[config.mk]
export PLATFORM = sky130hd
export DESIGN_NAME = result_deskew_collector
export DESIGN_NICKNAME = d
export VERILOG_FILES = /design/src/rtl/tpu_pkg.sv /design/src/rtl/result_buffer.sv /design/src/rtl/result_deskew_collector.sv
export SDC_FILE = /design/constraint.sdc
export NUM_CORES = 1
export LEC_CHECK = 0
export BUFFER_PORTS_ARGS = -buffer_cell sky130_fd_sc_hd__buf_2
export CELL_PAD_IN_SITES_DETAIL_PLACEMENT = 1
export CELL_PAD_IN_SITES_GLOBAL_PLACEMENT = 2
export CORE_ASPECT_RATIO = 0.9
export CORE_MARGIN = 1.5
export CORE_UTILIZATION = 42
export DETAILED_ROUTE_END_ITERATION = 7
export PLACE_DENSITY_LB_ADDON = 0.1
export SETUP_SLACK_MARGIN = 0.1
export SLEW_MARGIN = 15
export SYNTH_ARGS = -nofsm -noshare
export SYNTH_HDL_FRONTEND = slang
export SYNTH_SLANG_ARGS = --single-unit
[constraint.sdc]
create_clock -name clk -period 3 [get_ports clk]
set_input_delay 0.15 -clock clk [delete_from_list [all_inputs] [get_ports clk]]
set_output_delay 0.15 -clock clk [all_outputs]
set_load 0.01 [all_outputs]
[src/rtl/tpu_pkg.sv]
// tpu_pkg: shared definitions for the systolic array's result path.
//   DATA_W_DEF / N_DEF : default element width and array dimension
//   WAVES              : wavefronts per tile (2N-1) for the default N
//   TILE               : elements per tile (N*N) for the default N
//   state_t            : result collector FSM states
//   transpose_index    : maps a column-major drain position to a row-major buffer slot
package tpu_pkg;

    localparam int DATA_W_DEF = 8;
    localparam int N_DEF      = 4;
    localparam int WAVES      = 2 * N_DEF - 1;
    localparam int TILE       = N_DEF * N_DEF;

    typedef enum logic [1:0] {
        IDLE,
        ARMED,
        CAPTURE,
        DRAIN
    } state_t;

    // Drain position k of an n x n tile read out column-major.
    function automatic int transpose_index(input int k, input int n);
        return (k % n) * n + k / n;
    endfunction

endpackage

[src/rtl/result_buffer.sv]
// result_buffer: DEPTH x DATA_W register file holding one result tile.
//   clk, rst : clock; rst clears only the read register, not the storage
//   wr_en    : N independent write strobes, one per array column
//   wr_addr  : N packed write addresses, port c at [c*AW +: AW]
//   wr_data  : N packed write data words, port c at [c*DATA_W +: DATA_W]
//   rd_en    : load rd_data from rd_addr on this edge
//   rd_addr  : read address
//   rd_data  : registered read data (holds while rd_en is low)
// Write addresses within one cycle are always distinct (one per tile row/column pair).
module result_buffer #(
    parameter int DATA_W = 8,
    parameter int N      = 4,
    parameter int DEPTH  = N * N,
    parameter int AW     = $clog2(DEPTH)
) (
    input  logic                  clk,
    input  logic                  rst,
    input  logic [N-1:0]          wr_en,
    input  logic [N*AW-1:0]       wr_addr,
    input  logic [N*DATA_W-1:0]   wr_data,
    input  logic                  rd_en,
    input  logic [AW-1:0]         rd_addr,
    output logic [DATA_W-1:0]     rd_data
);

    logic [DATA_W-1:0] mem [DEPTH];

    always_ff @(posedge clk) begin
        for (int c = 0; c < N; c++) begin
            if (wr_en[c]) begin
                mem[wr_addr[c*AW +: AW]] <= wr_data[c*DATA_W +: DATA_W];
            end
        end
    end

    always_ff @(posedge clk) begin
        if (rst) begin
            rd_data <= '0;
        end else if (rd_en) begin
            rd_data <= mem[rd_addr];
        end
    end

endmodule

[src/rtl/result_deskew_collector.sv]
// result_deskew_collector: captures the diagonally skewed bottom-row outputs of
// the N x N systolic array, rebuilds the N x N tile and streams it out one
// element per valid/ready handshake.
//   clk, rst  : clock, synchronous active-high reset
//   start     : arms capture (accepted only in IDLE and not while done pulses)
//   in_valid  : res_in carries one wavefront
//   res_in    : column c at [c*DATA_W +: DATA_W]
//   out_data  : current tile element (registered)
//   out_valid : out_data valid
//   out_ready : consumer accepts out_data
//   out_last  : final element of the tile
//   busy      : high in ARMED, CAPTURE and DRAIN
//   done      : one-cycle pulse after the final handshake
// Build option: define RESULT_DESKEW_TRANSPOSE_EN to drain the tile column-major
// instead of row-major.
module result_deskew_collector
    import tpu_pkg::*;
#(
    parameter int DATA_W = DATA_W_DEF,
    parameter int N      = N_DEF
) (
    input  logic                clk,
    input  logic                rst,
    input  logic                start,
    input  logic                in_valid,
    input  logic [N*DATA_W-1:0] res_in,
    output logic [DATA_W-1:0]   out_data,
    output logic                out_valid,
    input  logic                out_ready,
    output logic                out_last,
    output logic                busy,
    output logic                done
);

    localparam int N_TILE  = N * N;
    localparam int N_WAVES = 2 * N - 1;
    localparam int AW      = (N_TILE > 1) ? $clog2(N_TILE) : 1;
    localparam int TW      = (N_WAVES > 1) ? $clog2(N_WAVES) : 1;

    state_t          state;
    logic [TW-1:0]   t;
    logic [AW-1:0]   k;

    logic            capture_fire;
    logic            last_wave;
    logic            drain_fire;
    logic            last_elem;
    logic [N-1:0]    wr_en;
    logic [N*AW-1:0] wr_addr;
    logic            rd_en;
    logic [AW-1:0]   rd_addr;

    // Buffer slot that holds drain position kk.
    function automatic logic [AW-1:0] drain_addr(input int kk);
`ifdef RESULT_DESKEW_TRANSPOSE_EN
        return AW'(transpose_index(kk, N));
`else
        return AW'(kk);
`endif
    endfunction

    // t is held at 0 in ARMED, so the same end-of-capture test covers both states.
    assign capture_fire = in_valid && (state == ARMED || state == CAPTURE);
    assign last_wave    = capture_fire && (int'(t) == N_WAVES - 1);
    assign drain_fire   = (state == DRAIN) && out_valid && out_ready;
    assign last_elem    = (int'(k) == N_TILE - 1);

    // Deskew: wave t carries row (t-c) in column c while that row is inside the tile.
    always_comb begin
        wr_en   = '0;
        wr_addr = '0;
        for (int c = 0; c < N; c++) begin
            int row;
            row = int'(t) - c;
            if (capture_fire && row >= 0 && row < N) begin
                wr_en[c]             = 1'b1;
                wr_addr[c*AW +: AW]  = AW'(row * N + c);
            end
        end
    end

    // Prefetch the next element: slot 0 on entry to DRAIN, k+1 on each handshake.
    // Slot 0 is written by wave 0, so it is safe to read on the final capture edge.
    always_comb begin
        rd_en   = last_wave || (drain_fire && !last_elem);
        rd_addr = drain_addr((state == DRAIN) ? int'(k) + 1 : 0);
    end

    result_buffer #(
        .DATA_W (DATA_W),
        .N      (N),
        .DEPTH  (N_TILE),
        .AW     (AW)
    ) u_buf (
        .clk     (clk),
        .rst     (rst),
        .wr_en   (wr_en),
        .wr_addr (wr_addr),
        .wr_data (res_in),
        .rd_en   (rd_en),
        .rd_addr (rd_addr),
        .rd_data (out_data)
    );

    always_ff @(posedge clk) begin
        if (rst) begin
            state     <= IDLE;
            t         <= '0;
            k         <= '0;
            out_valid <= 1'b0;
            out_last  <= 1'b0;
            busy      <= 1'b0;
            done      <= 1'b0;
        end else begin
            done <= 1'b0;
            case (state)
                IDLE: begin
                    // A start coinciding with the done pulse is dropped.
                    if (start && !done) begin
                        state <= ARMED;
                        busy  <= 1'b1;
                        t     <= '0;
                        k     <= '0;
                    end
                end
                ARMED, CAPTURE: begin
                    if (in_valid) begin
                        if (last_wave) begin
                            state     <= DRAIN;
                            t         <= '0;
                            k         <= '0;
                            out_valid <= 1'b1;
                            out_last  <= (N_TILE == 1);
                        end else begin
                            state <= CAPTURE;
                            t     <= t + 1'b1;
                        end
                    end
                end
                DRAIN: begin
                    if (drain_fire) begin
                        if (last_elem) begin
                            state     <= IDLE;
                            k         <= '0;
                            out_valid <= 1'b0;
                            out_last  <= 1'b0;
                            busy      <= 1'b0;
                            done      <= 1'b1;
                        end else begin
                            k        <= k + 1'b1;
                            out_last <= (int'(k) == N_TILE - 2);
                        end
                    end
                end
                default: state <= IDLE;
            endcase
        end
    end

endmodule

==> impl_metrics.py <==
metrics = {
    "setup_path": {
        "r2r-end": "u_buf.rd_data[3]$_SDFFE_PP0P_",
        "cp-startpoint": "state[1]$_SDFFE_PP0P_",
        "reg2reg_slack_ns": 0.47,
        "critical_path_class": "reg -> reg",
        "crit_arrival_ns": 2.84,
        "worstSetupEndpointType": "flip-flop",
        "rr_worst_depth": 5,
        "reg2reg_from": "state[1]$_SDFFE_PP0P_",
        "cp_cell_sequence": "ha_1 -> nand2_1 -> a221oi_1 -> nor3_1 -> a211o_1",
        "cpMaxStageDelayCell": "ha_1",
        "critical_path_required_ns": 3.32,
        "slowest_delay_ns": 0.66,
        "start_kind": "flip-flop",
        "worstPathMaxFanout": 21,
    },
    "layout": {
        "finalNetCount": 552,
        "fill_cells": 1472,
        "drive_above_1_share_pct": 23.7,
        "fin_util_pct": 51.9,
        "n_antenna_cell": 0,
        "area_growth_syn_to_layout_pct": 21.4,
        "finish.instance_area_sq_mm": 0.00759,
    },
    "clock_tree": {
        "insertion_delay_ns": 0.43,
        "clockRootBuffer": "clkbuf_16",
        "cts_max_path_buffers": 2,
        "clkTransAtPathRegs_ns": 0.06,
        "cts_tree": "done",
        "cts.sinks": 149,
        "htree_levels": 4,
        "cts_buffers": 17,
        "post_cts_buffers": 0,
    },
    "logic_synthesis": {
        "synth_xor_area_share_pct": 0.280,
        "synth_ff_type": "edfxtp_1",
        "netlist-cell-type-count": 39,
        "synth_most_common_cell": "edfxtp_1",
        "synthCells": 444,
        "async_reset_ff_share_pct": 0,
        "synth_area_leader_cell": "edfxtp_1",
        "synth_seq_cells": 149,
        "synthAdderAreaFrac_pct": 1.40,
        "yosysSeqAreaShare_pct": 68.3,
        "synth-edff-count": 128,
        "synth_common_cells": "128 x edfxtp_1, 45 x clkbuf_1, 33 x nor2_1",
        "synth_area_sq_mm": 0.00625,
        "synthTopCellsByArea": "edfxtp_1 62%, dfxtp_1 6.7%, mux4_2 5.4%",
        "syn_avg_cell_area_sq_um": 14.1,
        "yosys_warnings": 0,
        "syn_nets": 488,
        "synth_top_family_by_area": "simple AND/OR/NAND/NOR gates",
        "synth_compound_area_share_pct": 7.39,
        "synth_top_area_share_pct": 61.5,
        "synth_mux_area_share_pct": 8.77,
        "synthSimpleGateAreaFrac_pct": 9.77,
    },
    "placement": {
        "portBuffers": 48,
        "hpwlAfterDp_um": 11500,
        "placed_cell_area_sq_mm": 0.00670,
        "place_ws_ns": 0.232,
        "gp_congestion": 0.817,
    },
    "run": {
        "drv_cap": 0,
    },
    "timing": {
        "fmax_mhz": 396,
        "period_share_pct": 84.2,
        "tightest_slew_ns": 0.747,
        "final-max-slew-violation-count": 0,
        "finalHoldViolations": 0,
        "maxSlewHeadroom_pct": 50.2,
        "layout_min_cycle_time_ns": 2.53,
        "skew_ns": 0.00923,
        "rsz0062_at_grt": "no",
        "fin_ws_ns": 0.474,
        "tns_ns": 0,
        "setup_viol_count_final": 0,
    },
    "power_and_ir_drop": {
        "leakagePower_nw": 2.77,
        "finalPower_mw": 5.13,
        "ir_worst_vdd_mv": 0.407,
        "power-per-cell-area_mw_per_mm2": 676,
    },
    "hold_path": {
        "hp-start": "res_in[0]",
        "hold_end": "u_buf.mem[8][0]$_DFFE_PP_",
        "whs_path_depth": 1,
        "min_path_type": "in -> reg",
    },
    "global_route": {
        "gr-total-overflow": 0,
        "grt_max_degree": 51,
        "grt_pass1_vias": 3894,
        "grt_pass1_wl_um": 24400,
        "antenna_found_initial": 0,
        "grtUsageTotal_pct": 21.7,
    },
    "floorplan": {
        "row_count": 42,
        "pin_count": 49,
        "dieArea_sq_mm": 0.0156,
        "dieWidth_um": 132,
        "die_y_um": 119,
        "fp.coreArea_sq_mm": 0.0146,
        "start_util_pct": 42.8,
    },
    "route": {
        "routed_wl_um": 16000,
        "antenna_left": 0,
        "wl_per_cell_um": 22.3,
        "vias": 3949,
        "dr.pass1.iters": 5,
        "drt_iter0_drc": 251,
        "drc_errors": 0,
        "via_per_inst": 5.50,
    },
    "outcome": {
        "outcome": "complete, no violations",
    },
}
-- registers in the layout, summed over array words and instances (netlist names), 2 cells and up --
register       flops
u_buf.mem        128
u_buf.rd_data      8
k                  4
t                  3
state              2
-- cells in the final DEF (no fill, tap or decap), types with 2 or more instances in the layout --
cell type,count
ha_1,6
a21oi_1,8
nor3_1,22
nand3b_1,14
nand2_1,16
o22ai_1,2
nand3_1,6
a221o_1,3
dfxtp_1,20
o21ai_0,19
dlygate4sd3_1,31
inv_8,2
nor2_1,33
a221oi_1,14
mux4_2,15
buf_4,20
a211o_1,8
clkinv_4,3
nand4_1,3
a22oi_1,3
nor2b_1,2
mux2i_1,21
clkinv_2,2
nand2b_1,7
a211oi_1,4
inv_1,10
edfxtp_1,128
a31oi_1,2
clkbuf_16,17
buf_2,48
inv_6,6
and2_1,2
nor4_1,5
-- timing repair --
item / CTS / global route
hold endpoints to repair: 124 / 0
setup endpoints to repair: 0 / 8
gates resized for setup: 0 / 2
hold buffers: 31 / 0
-- worst max-delay path: cells and delay by family, from the launching register on --
| kind | cells | cell delay, ns |
|---|---|---|
| flops | 1 | 0.37 |
| simple gates | 2 | 0.65 |
| fa+ha+maj | 1 | 0.66 |
| compound gates | 2 | 0.74 |
-- kinds of logic after synthesis --
family / count (synthesis)
flops: 149
simple gates: 118
compound gates: 66
buf+inv: 66
mux: 36
fa+ha+maj: 7
xor+xnor: 2
-- per-stage QoR --
| stage | hold slack, ns | std cells |
|---|---|---|
| detailed placement | 0.378 | 656 |
| finish | 0.0474 | 718 |
| global placement | 0.375 | 656 |
| global route | 0.0102 | 718 |
| floorplan | 0.223 | 444 |
| CTS | 0.00236 | 718 |
-- worst max-delay path by stage --
stage                                    end  depth (start not counted)
3_5_place_dp   u_buf.rd_data[7]$_SDFFE_PP0P_                          6
3_3_place_gp   u_buf.rd_data[7]$_SDFFE_PP0P_                          6
5_1_grt        u_buf.rd_data[7]$_SDFFE_PP0P_                          7
6_report       u_buf.rd_data[3]$_SDFFE_PP0P_                          5
4_1_cts        u_buf.rd_data[7]$_SDFFE_PP0P_                          6
2_1_floorplan  u_buf.rd_data[6]$_SDFFE_PP0P_                         11
-- power breakdown --
part / total, mW / leakage [nW] / switching (mW) / internal, mW
logic: 0.696 / 1.17 / 0.416 / 0.279
clock network: 2.06 / 0.283 / 0.898 / 1.16
registers: 2.37 / 1.32 / 0.0486 / 2.32
total: 5.13 / 2.77 / 1.36 / 3.76
-- cell type report --
| class | count | area (sq um) | share of cell area [%] |
|---|---|---|---|
| Multi-Input combinational cell | 229 | 1740 | 22.9 |
| Tap cell | 198 | 248 | 3.27 |
| Sequential cell | 149 | 4270 | 56.2 |
| Timing Repair Buffer | 101 | 732 | 9.65 |
| Clock buffer | 17 | 425 | 5.61 |
| Clock inverter | 14 | 141 | 1.86 |
| Inverter | 10 | 37.5 | 0.495 |
-- per-layer routing --
| metal | part of all wire (%) | vias to the layer above | global-route usage (%) |
|---|---|---|---|
| li1 | - | 1813 | - |
| met3 | 5.8 | 17 | 6.61 |
| met2 | 40 | 123 | 27.7 |
| met4 | 1.1 | 0 | 6.88 |
| met5 | 0 | - | 0 |
| met1 | 53 | 1996 | 34.7 |
(Power assumes the default switching activity.)
